## src/rtl/sprite_pkg.sv

```systemverilog
// Shared types and sizing helpers for the parametrised sprite renderer.
package sprite_pkg;

  typedef enum logic [2:0] {
    S_IDLE,
    S_WAIT_LOAD,
    S_SETUP,
    S_FETCH,
    S_WAIT_HSTART,
    S_DRAW
  } state_t;

  function automatic int clog2(input int v);
    int r;
    r = 0;
    for (int p = 1; p < v; p = p * 2) r++;
    return r;
  endfunction

  function automatic int words_of(input int w, input int bpp, input int dw);
    return w * bpp / dw;
  endfunction

  localparam int SPR_W      = 16;
  localparam int SPR_H      = 16;
  localparam int SPR_BPP    = 1;
  localparam int SPR_ROM_DW = 8;
  localparam int SPR_WORDS  = words_of(SPR_W, SPR_BPP, SPR_ROM_DW);
  localparam int SPR_AW     = clog2(SPR_H * SPR_WORDS);

endpackage

```

## src/rtl/sprite_row_buffer.sv

```systemverilog
// One sprite row: word-wide write port, mirrored pixel read port.
module sprite_row_buffer
  import sprite_pkg::*;
#(
  parameter int W      = SPR_W,
  parameter int BPP    = SPR_BPP,
  parameter int ROM_DW = SPR_ROM_DW,
  parameter int WW     = 1,
  parameter int XW     = 4
) (
  input  logic              clk,
  input  logic              reset,
  input  logic              we,
  input  logic [WW-1:0]     wword,
  input  logic [ROM_DW-1:0] wdata,
  input  logic [XW-1:0]     rx,
  input  logic              rmirror,
  output logic [BPP-1:0]    rpix
);

  localparam int WORDS = words_of(W, BPP, ROM_DW);

  logic [W*BPP-1:0] bits;
  logic [XW-1:0]    idx;

  always_ff @(posedge clk) begin
    if (!reset) begin
      bits <= '0;
    end else if (we) begin
      for (int i = 0; i < WORDS; i++) begin
        if (wword == WW'(i)) bits[i*ROM_DW +: ROM_DW] <= wdata;
      end
    end
  end

  assign idx = rmirror ? XW'(W - 1) - rx : rx;

  always_comb begin
    rpix = '0;
    for (int i = 0; i < W; i++) begin
      if (idx == XW'(i)) rpix = bits[i*BPP +: BPP];
    end
  end

endmodule

```

## src/rtl/sprite_renderer_n.sv

```systemverilog
// Per-scanline sprite row fetch from an external ROM and scaled pixel
// streaming, with mirroring and a late-hstart miss pulse.
module sprite_renderer_n
  import sprite_pkg::*;
#(
  parameter int W      = SPR_W,
  parameter int H      = SPR_H,
  parameter int BPP    = SPR_BPP,
  parameter int ROM_DW = SPR_ROM_DW,
  parameter int XSCALE = 1,
  parameter int YSCALE = 1,
  localparam int WORDS = words_of(W, BPP, ROM_DW),
  localparam int AW    = clog2(H * WORDS)
) (
  input  logic              clk,
  input  logic              reset,
  input  logic              vstart,
  input  logic              load,
  input  logic              hstart,
  input  logic              hmirror,
  input  logic              vmirror,
  output logic [AW-1:0]     rom_addr,
  input  logic [ROM_DW-1:0] rom_bits,
  output logic [BPP-1:0]    pix,
  output logic              gfx,
  output logic              busy,
  output logic              miss
);

  localparam int RW = clog2(H) + 1;
  localparam int WW = clog2(WORDS) + 1;
  localparam int XW = clog2(W);

  state_t        state;
  logic [RW-1:0] row;
  logic [2:0]    yrep;
  logic [WW-1:0] word;
  logic [XW-1:0] x;
  logic [1:0]    xrep;

  logic [RW-1:0] srow;
  logic [RW-1:0] row_nx;
  logic [2:0]    yrep_nx;
  logic          yrep_wrap;
  logic          last_row;
  logic          draw_last;
  logic          late;
  logic          end_line;
  logic          fetch_we;
  logic [BPP-1:0] rpix;

  assign srow      = vmirror ? RW'(H - 1) - row : row;
  assign yrep_nx   = yrep + 3'd1;
  assign yrep_wrap = yrep_nx == 3'(YSCALE);
  assign row_nx    = row + RW'(1);
  assign last_row  = yrep_wrap && (row_nx == RW'(H));

  assign draw_last = (state == S_DRAW)
                  && (xrep == 2'(XSCALE - 1))
                  && (x == XW'(W - 1));
  assign late      = hstart
                  && ((state == S_SETUP) || (state == S_FETCH));
  assign end_line  = draw_last || late;
  assign fetch_we  = (state == S_FETCH) && !hstart;
  assign busy      = state != S_IDLE;

  sprite_row_buffer #(
    .W      (W),
    .BPP    (BPP),
    .ROM_DW (ROM_DW),
    .WW     (WW),
    .XW     (XW)
  ) u_rowbuf (
    .clk     (clk),
    .reset   (reset),
    .we      (fetch_we),
    .wword   (word),
    .wdata   (rom_bits),
    .rx      (x),
    .rmirror (hmirror),
    .rpix    (rpix)
  );

  always_ff @(posedge clk) begin
    if (!reset) begin
      state    <= S_IDLE;
      row      <= '0;
      yrep     <= '0;
      word     <= '0;
      x        <= '0;
      xrep     <= '0;
      rom_addr <= '0;
      pix      <= '0;
      gfx      <= 1'b0;
      miss     <= 1'b0;
    end else begin
      miss <= 1'b0;
      pix  <= '0;
      gfx  <= 1'b0;
      unique case (state)
        S_IDLE: begin
          row  <= '0;
          yrep <= '0;
          if (vstart) state <= S_WAIT_LOAD;
        end
        S_WAIT_LOAD: begin
          word <= '0;
          x    <= '0;
          xrep <= '0;
          if (load) state <= S_SETUP;
        end
        S_SETUP: begin
          if (hstart) begin
            miss <= 1'b1;
          end else begin
            rom_addr <= AW'(srow) * AW'(WORDS) + AW'(word);
            state    <= S_FETCH;
          end
        end
        S_FETCH: begin
          if (hstart) begin
            miss <= 1'b1;
          end else if (word == WW'(WORDS - 1)) begin
            state <= S_WAIT_HSTART;
          end else begin
            word  <= word + WW'(1);
            state <= S_SETUP;
          end
        end
        S_WAIT_HSTART: begin
          if (hstart) state <= S_DRAW;
        end
        S_DRAW: begin
          pix <= rpix;
          gfx <= |rpix;
          if (xrep == 2'(XSCALE - 1)) begin
            xrep <= '0;
            x    <= x + XW'(1);
          end else begin
            xrep <= xrep + 2'd1;
          end
        end
        default: state <= S_IDLE;
      endcase
      // Line end from either a finished draw or a late hstart.
      if (end_line) begin
        if (yrep_wrap) begin
          yrep <= '0;
          row  <= row_nx;
        end else begin
          yrep <= yrep_nx;
        end
        state <= last_row ? S_IDLE : S_WAIT_LOAD;
      end
    end
  end

endmodule

```

## config.mk

```make
export PLATFORM = sky130hd
export DESIGN_NAME = sprite_renderer_n
export DESIGN_NICKNAME = d
export VERILOG_FILES = /design/src/rtl/sprite_pkg.sv /design/src/rtl/sprite_row_buffer.sv /design/src/rtl/sprite_renderer_n.sv
export SDC_FILE = /design/constraint.sdc
export NUM_CORES = 1
export LEC_CHECK = 0
export CAP_MARGIN = 25
export CORE_MARGIN = 2
export CORE_UTILIZATION = 52
export DETAILED_ROUTE_END_ITERATION = 10
export MAX_ROUTING_LAYER = met4
export PLACE_DENSITY = 0.83
export SYNTH_ARGS = -nofsm -noshare
export SYNTH_HDL_FRONTEND = slang
export SYNTH_SLANG_ARGS = --single-unit
export TNS_END_PERCENT = 20
```

## constraint.sdc

```tcl
create_clock -name clk -period 1.7 [get_ports clk]
set_input_delay 0.51 -clock clk [delete_from_list [all_inputs] [get_ports clk]]
set_output_delay 0.51 -clock clk [all_outputs]
set_load 0.05 [all_outputs]
```

==> out/qor.txt, run 1 <==
Post-Layout Cell Count = 474
worst-path maximum fanout = 7
final setup fails = 3
first-pass GRT wire length = 11,200 µm
port bufs = 23
largest net degree at the start of global routing = 18
main area contributors after synthesis = dfxtp_1 32%, nand3_1 6.4%, a21oi_1 6.2%
Final Hold Viols = 0
RSZ-0062 raised after global routing = yes
category of the most critical setup path = reg -> out
Mapped Cells = 344
worst vdd ir = 0.000580 V
Layout area overhead = 32.5%
clock latency at the later pin of the worst-skew pair = 300 ps
drt total wl = 6970 µm
post-DR vias/cell = 5.85
Bufs on Longest Clock Path = 2
Req. time, crit path = 1190 ps
Core Util, Final = 70.1%
Seq cells post-synth = 42
syn_nets = 370
routed length per instance = 14.7 µm
violated checks = setup timing
Slew Limit Fails = 0
Cell variety after synth = 60
number of placement rows = 26
sequential share of the synthesized area = 31.5%
crit path time final = 1770 ps
root cell of the clock tree = clkbuf_8
Die Ht = 75.6 µm
Die Span X = 75.6 µm
clk sinks = 42
# diodes = 0
layout cells sized above 1 = 24.0%
pwr/cell area = 880 mW/mm²
number of flops mapped to enable cells by yosys = 0
cell with the most instances after synthesis = dfxtp_1
core area = 0.00504 mm²
leakage = 1.30 nW
vias = 2,773
Initial Utilization = 52.9%
max frequency = 566 MHz
Crit. End Element = output port
maxcap violations = 0
Hold Crit Class = reg -> reg
Placement Setup Slack = -733 ps
initial antenna violation count = 0
DRC errors left = 0
number of global-route vias before repair = 2,435
gr ovfl total = 0
GRT Util Overall = 26.2%
CTS tree = yes
critical path arrival = 1260 ps
Post-Syn Area = 0.00267 mm²
placed insts = 464
leading area contributor after synthesis = dfxtp_1
# fillers = 364
share of the synthesized area in the top cell type = 31.5%
Post-DP HPWL = 5130 µm
CTS Buf Count = 5
syn avg cell area = 7.75 µm²
drt first-iter violations = 247
period utilization = 104%
# H-tree levels = 2
status = complete, but fails checks
dominant synthesized flop cell = dfxtp_1
final worst slack = -65.5 ps
synth warn = 0
routability cong. = 0.945
ys async rst share = 0%
io pins = 24
Clock transition at path regs = 70 ps
nets = 429
die area = 0.00572 mm²
Worst Setup Start Kind = flip-flop
worst-margin pin slew = 510 ps
# hold bufs at CTS = 0
Antenna Nets Post-Route = 0
Rel. slew slack = 65.1%
Setup Skew = 7.41 ps
top post-synthesis cells by count = 42 x dfxtp_1, 41 x nand2_1, 34 x nand3_1
DRT Pass-1 Iters = 5
logic make-up after synthesis:
logic type,count (synthesis),synth area share [%]
compound gates,82,20.0
flops,42,31.5
mux,9,3.42
simple gates,156,30.5
xor+xnor,7,2.30
fa+ha+maj,11,5.16
buf+inv,37,7.08
state kept, by name, indices dropped and copies added (netlist names):
name           cells
row                5
xrep               2
rom_addr           5
x                  4
gfx                1
word               2
u_rowbuf.bits     16
miss               1
state              3
yrep               3
layer usage:
layer  share of wire [%]  GRT usage [%]  vias up
li1                    -              -     1350
met1                  43           32.7     1320
met2                  51           43.5       92
met3                 5.2           4.89       11
met4                 1.3           7.41        0
met5                   0              -        -
area by class of cell:
class | instances | area (µm²) | area share [%]
sequential | 42 | 856 | 24.2
inverter | 13 | 48.8 | 1.38
timing repair buffer | 76 | 756 | 21.4
clock buffer | 7 | 76.3 | 2.16
tap | 70 | 87.6 | 2.48
multi-input combinational | 265 | 1680 | 47.5
clock inverter | 1 | 30.0 | 0.850
path summary, 6_finish.rpt:
path | slack (ps) | from | end | cells after the start
worst min-delay path | 460 | xrep[0]$_SDFFE_PN0P_ | xrep[0]$_SDFFE_PN0P_ | 2
worst min register to register | 460 | xrep[0]$_SDFFE_PN0P_ | xrep[0]$_SDFFE_PN0P_ | 2
worst max register to register | -60 | x[0]$_SDFFE_PN0P_ | gfx$_SDFF_PN0_ | 6
worst max-delay path | -70 | state[2]$_SDFFE_PN0P_ | busy | 2
timing repair:
action,4_1_cts,5_1_grt
pin swaps,8,5
buffers inserted,2,0
resized for setup,20,10
endpoints found under the setup margin,12,10
cell usage in the layout (no fill, tap or decap), types with 4 or more instances in the layout:
cell type / count
dfxtp_1: 36
nor3_1: 5
a21oi_1: 33
nand2_1: 40
and2_1: 5
mux2i_1: 8
a31oi_1: 4
ha_1: 8
clkbuf_8: 5
buf_4: 48
o21ai_0: 12
nand3_1: 34
buf_12: 12
nor2_1: 23
clkdlybuf4s50_1: 11
nand3b_1: 5
nor2b_1: 4
or3_1: 4
nand2b_1: 11
inv_1: 12
critical path: stages, from the launching register on:
cell	delay, ps
dfxtp_4	380
or3_4	420
buf_12	160
through the flow:
| step | instance area [µm²] | hold WS (ps) | total power [W] | TNS, ps |
|---|---|---|---|---|
| floorplan | 2670 | 432 | 0.00178 | -294 |
| global placement | 3360 | 439 | 0.00225 | -8680 |
| detailed placement | 3360 | 451 | 0.00227 | -10170 |
| CTS | 3500 | 464 | 0.00309 | -144 |
| global route | 3530 | 471 | 0.00325 | -397 |
| finish | 3530 | 457 | 0.00311 | -126 |
power by group:
part | internal, W | total, W | switching (W)
logic | 0.000573 | 0.00121 | 0.000636
clock network | 0.000440 | 0.000782 | 0.000343
registers | 0.00104 | 0.00112 | 0.0000821
Note: power is estimated with default switching activity, not from simulation.
==> inputs of run 2 (changes only) <==
--- a/config.mk
+++ b/config.mk
@@ -5,7 +5,6 @@
 export SDC_FILE = /design/constraint.sdc
 export NUM_CORES = 1
 export LEC_CHECK = 0
-export CAP_MARGIN = 25
 export CORE_MARGIN = 2
 export CORE_UTILIZATION = 52
 export DETAILED_ROUTE_END_ITERATION = 10
==> results of run 2 <==
No change in the layout: final DEF, timing and power equal those of run 1.
==> inputs of run 3 (changes only) <==
--- a/config.mk
+++ b/config.mk
@@ -5,11 +5,11 @@
 export SDC_FILE = /design/constraint.sdc
 export NUM_CORES = 1
 export LEC_CHECK = 0
-export CORE_MARGIN = 2
-export CORE_UTILIZATION = 52
+export CORE_UTILIZATION = 55
 export DETAILED_ROUTE_END_ITERATION = 10
+export GPL_ROUTABILITY_DRIVEN = 0
 export MAX_ROUTING_LAYER = met4
-export PLACE_DENSITY = 0.83
+export PLACE_DENSITY = 0.84
 export SYNTH_ARGS = -nofsm -noshare
 export SYNTH_HDL_FRONTEND = slang
 export SYNTH_SLANG_ARGS = --single-unit
==> constraint.sdc (replaced) <==
create_clock -name clk -period 2.1 [get_ports clk]
set_input_delay 0.63 -clock clk [delete_from_list [all_inputs] [get_ports clk]]
set_output_delay 0.63 -clock clk [all_outputs]
set_load 0.05 [all_outputs]
==> out/qor.txt, run 3 (same netlist as run 1, synthesis figures left out) <==
setup slack, reg-to-reg = 170 ps (+230 ps)
area of the multi-input gates = 0.00166 mm² (-1.5%)
placed insts = 429 (-7.5%)
crit path time final = 2050 ps
leakage = 1.23 nW (-5.5%)
GRT Util Overall = 28.0% (+1.8 points)
register with the most flip-flops = u_rowbuf.bits
die area = 0.00513 mm² (-10%)
drt first-iter violations = 226 (-8.5%)
category of the most critical setup path = reg -> out
status = complete, no violations
DRC errors left = 0 (unchanged)
Largest register FFs = 16 (unchanged)
# fillers = 357 (-1.9%)
Rel. slew slack = 59.6% (-5.4 points)
TNS Setup = 0 ps (+126 ps)
post-DR vias/cell = 6.00 (+2.6%)
pwr/cell area = 739 mW/mm² (-16%)
routed length per instance = 14.7 µm (+0.26%)
Layout area overhead = 20.8%
Initial Utilization = 59.2% (+6.3 points)
Hold WS = 459 ps (+2.62 ps)
DRT Pass-1 Iters = 5 (unchanged)
port bufs = 23 (unchanged)
# diodes = 0 (unchanged)
max frequency = 487 MHz
Req. time, crit path = 1470 ps (+280 ps)
Crit. End Element = output port
gr ovfl total = 0 (unchanged)
CTS Buf Count = 5 (unchanged)
clock latency at the later pin of the worst-skew pair = 300 ps (about the same)
CTS tree = yes
Hold Crit Class = reg -> reg
Critical Path, Cell by Cell = clkdlybuf4s50_1
Setup Skew = 6.76 ps (-0.651 ps)
slowest stage cell, crit path = clkdlybuf4s50_1
root cell of the clock tree = clkbuf_8
io pins = 24 (unchanged)
RSZ-0062 raised after global routing = no
period utilization = 97.9%
Slew Limit Fails = 0 (unchanged)
worst vdd ir = 0.000441 V (-24%)
final setup fails = 0 (-3)
clk sinks = 42 (unchanged)
# H-tree levels = 2 (unchanged)
maxcap violations = 0 (unchanged)
worst-path maximum fanout = 2 (-5)
Post-CTS Setup Bufs = 0 (-2)
core area = 0.00450 mm² (-11%)
Final Hold Viols = 0 (unchanged)
Worst Setup Start Kind = flip-flop
critical path arrival = 1420 ps (+160 ps)
Die Span X = 71.6 µm (-5.3%)
drt total wl = 6440 µm (-7.6%)
number of global-route vias before repair = 2,466 (+1.3%)
Top Registers = u_rowbuf.bits (16), rom_addr (5), row (5)
Die Ht = 71.6 µm (-5.3%)
FF+latch area = 843 µm² (-1.5%)
most common cell after layout, fill and taps aside = nand2_1
number of placement rows = 24 (-7.7%)
nets = 410 (-4.4%)
vias = 2,624 (-5.4%)
CP top delay family = buffers and inverters
Antenna Nets Post-Route = 0 (unchanged)
Post-Layout Cell Count = 437 (-7.8%)
most frequent cells in the layout = 41 x nand2_1, 40 x dfxtp_1, 36 x buf_4
Clock transition at path regs = 80 ps (about the same)
largest net degree at the start of global routing = 23 (+5)
Bufs on Longest Clock Path = 2 (unchanged)
Core Util, Final = 71.5% (+1.4 points)
layout cells sized above 1 = 16.4% (-7.6 points)
Critical Path Max Stage Delay = 800 ps (+380 ps)
Post-DP HPWL = 4700 µm (-8.4%)
initial antenna violation count = 0 (unchanged)
worst-margin pin slew = 590 ps (+79.6 ps)
first-pass GRT wire length = 11,200 µm (-0.61%)
CP Buf/Inv Count = 1 (unchanged)
[run 3: routing by layer]
metal | share of wire, % | track usage, % | routed length, µm | up-vias
li1 | - | - | - | 1313
met1 | 46 | 35.9 | 2970 | 1232
met5 | 0 | - | 0 | -
met2 | 48 | 45.4 | 3100 | 69
met3 | 4.2 | 3.52 | 272 | 10
met4 | 1.6 | 10.2 | 101 | 0
[run 3: repair_timing]
action	in CTS	in global routing
hold buffers	0	0
endpoints found under the setup margin	2	8
endpoints found under the hold margin	0	0
pin swaps	0	3
resized for setup	2	10
[run 3: final cells by class]
| class | count | area share [%] |
|---|---|---|
| multi-input cells | 265 | 51.4 |
| well taps | 52 | 2.02 |
| repair buffers | 57 | 15.5 |
| flip-flops and latches | 42 | 26.2 |
| clock inverters | 3 | 1.24 |
| inverters | 13 | 1.51 |
| clock buffers | 5 | 2.14 |
[run 3: metrics by stage]
stage	setup WS (ps)	total power, W	instance area (µm²)
floorplan	149	0.00144	2670
global placement	-461	0.00173	3080
detailed placement	-470	0.00174	3080
CTS	4.30	0.00238	3200
global route	5.23	0.00251	3220
finish	45.1	0.00238	3220
[run 3: worst paths after layout]
check                      startpoint              endpoint  depth (start not counted)
max reg2reg         x[0]$_SDFFE_PN0P_        gfx$_SDFF_PN0_                          6
min reg2reg      xrep[0]$_SDFFE_PN0P_  xrep[0]$_SDFFE_PN0P_                          2
max          rom_addr[2]$_SDFFE_PN0P_           rom_addr[2]                          1
min              xrep[0]$_SDFFE_PN0P_  xrep[0]$_SDFFE_PN0P_                          2
[run 3: report_power, final]
| part | switching (W) | internal [W] |
|---|---|---|
| Sequential | 0.0000489 | 0.000832 |
| Combinational | 0.000494 | 0.000367 |
| Clock | 0.000289 | 0.000350 |
| Total | 0.000832 | 0.00155 |
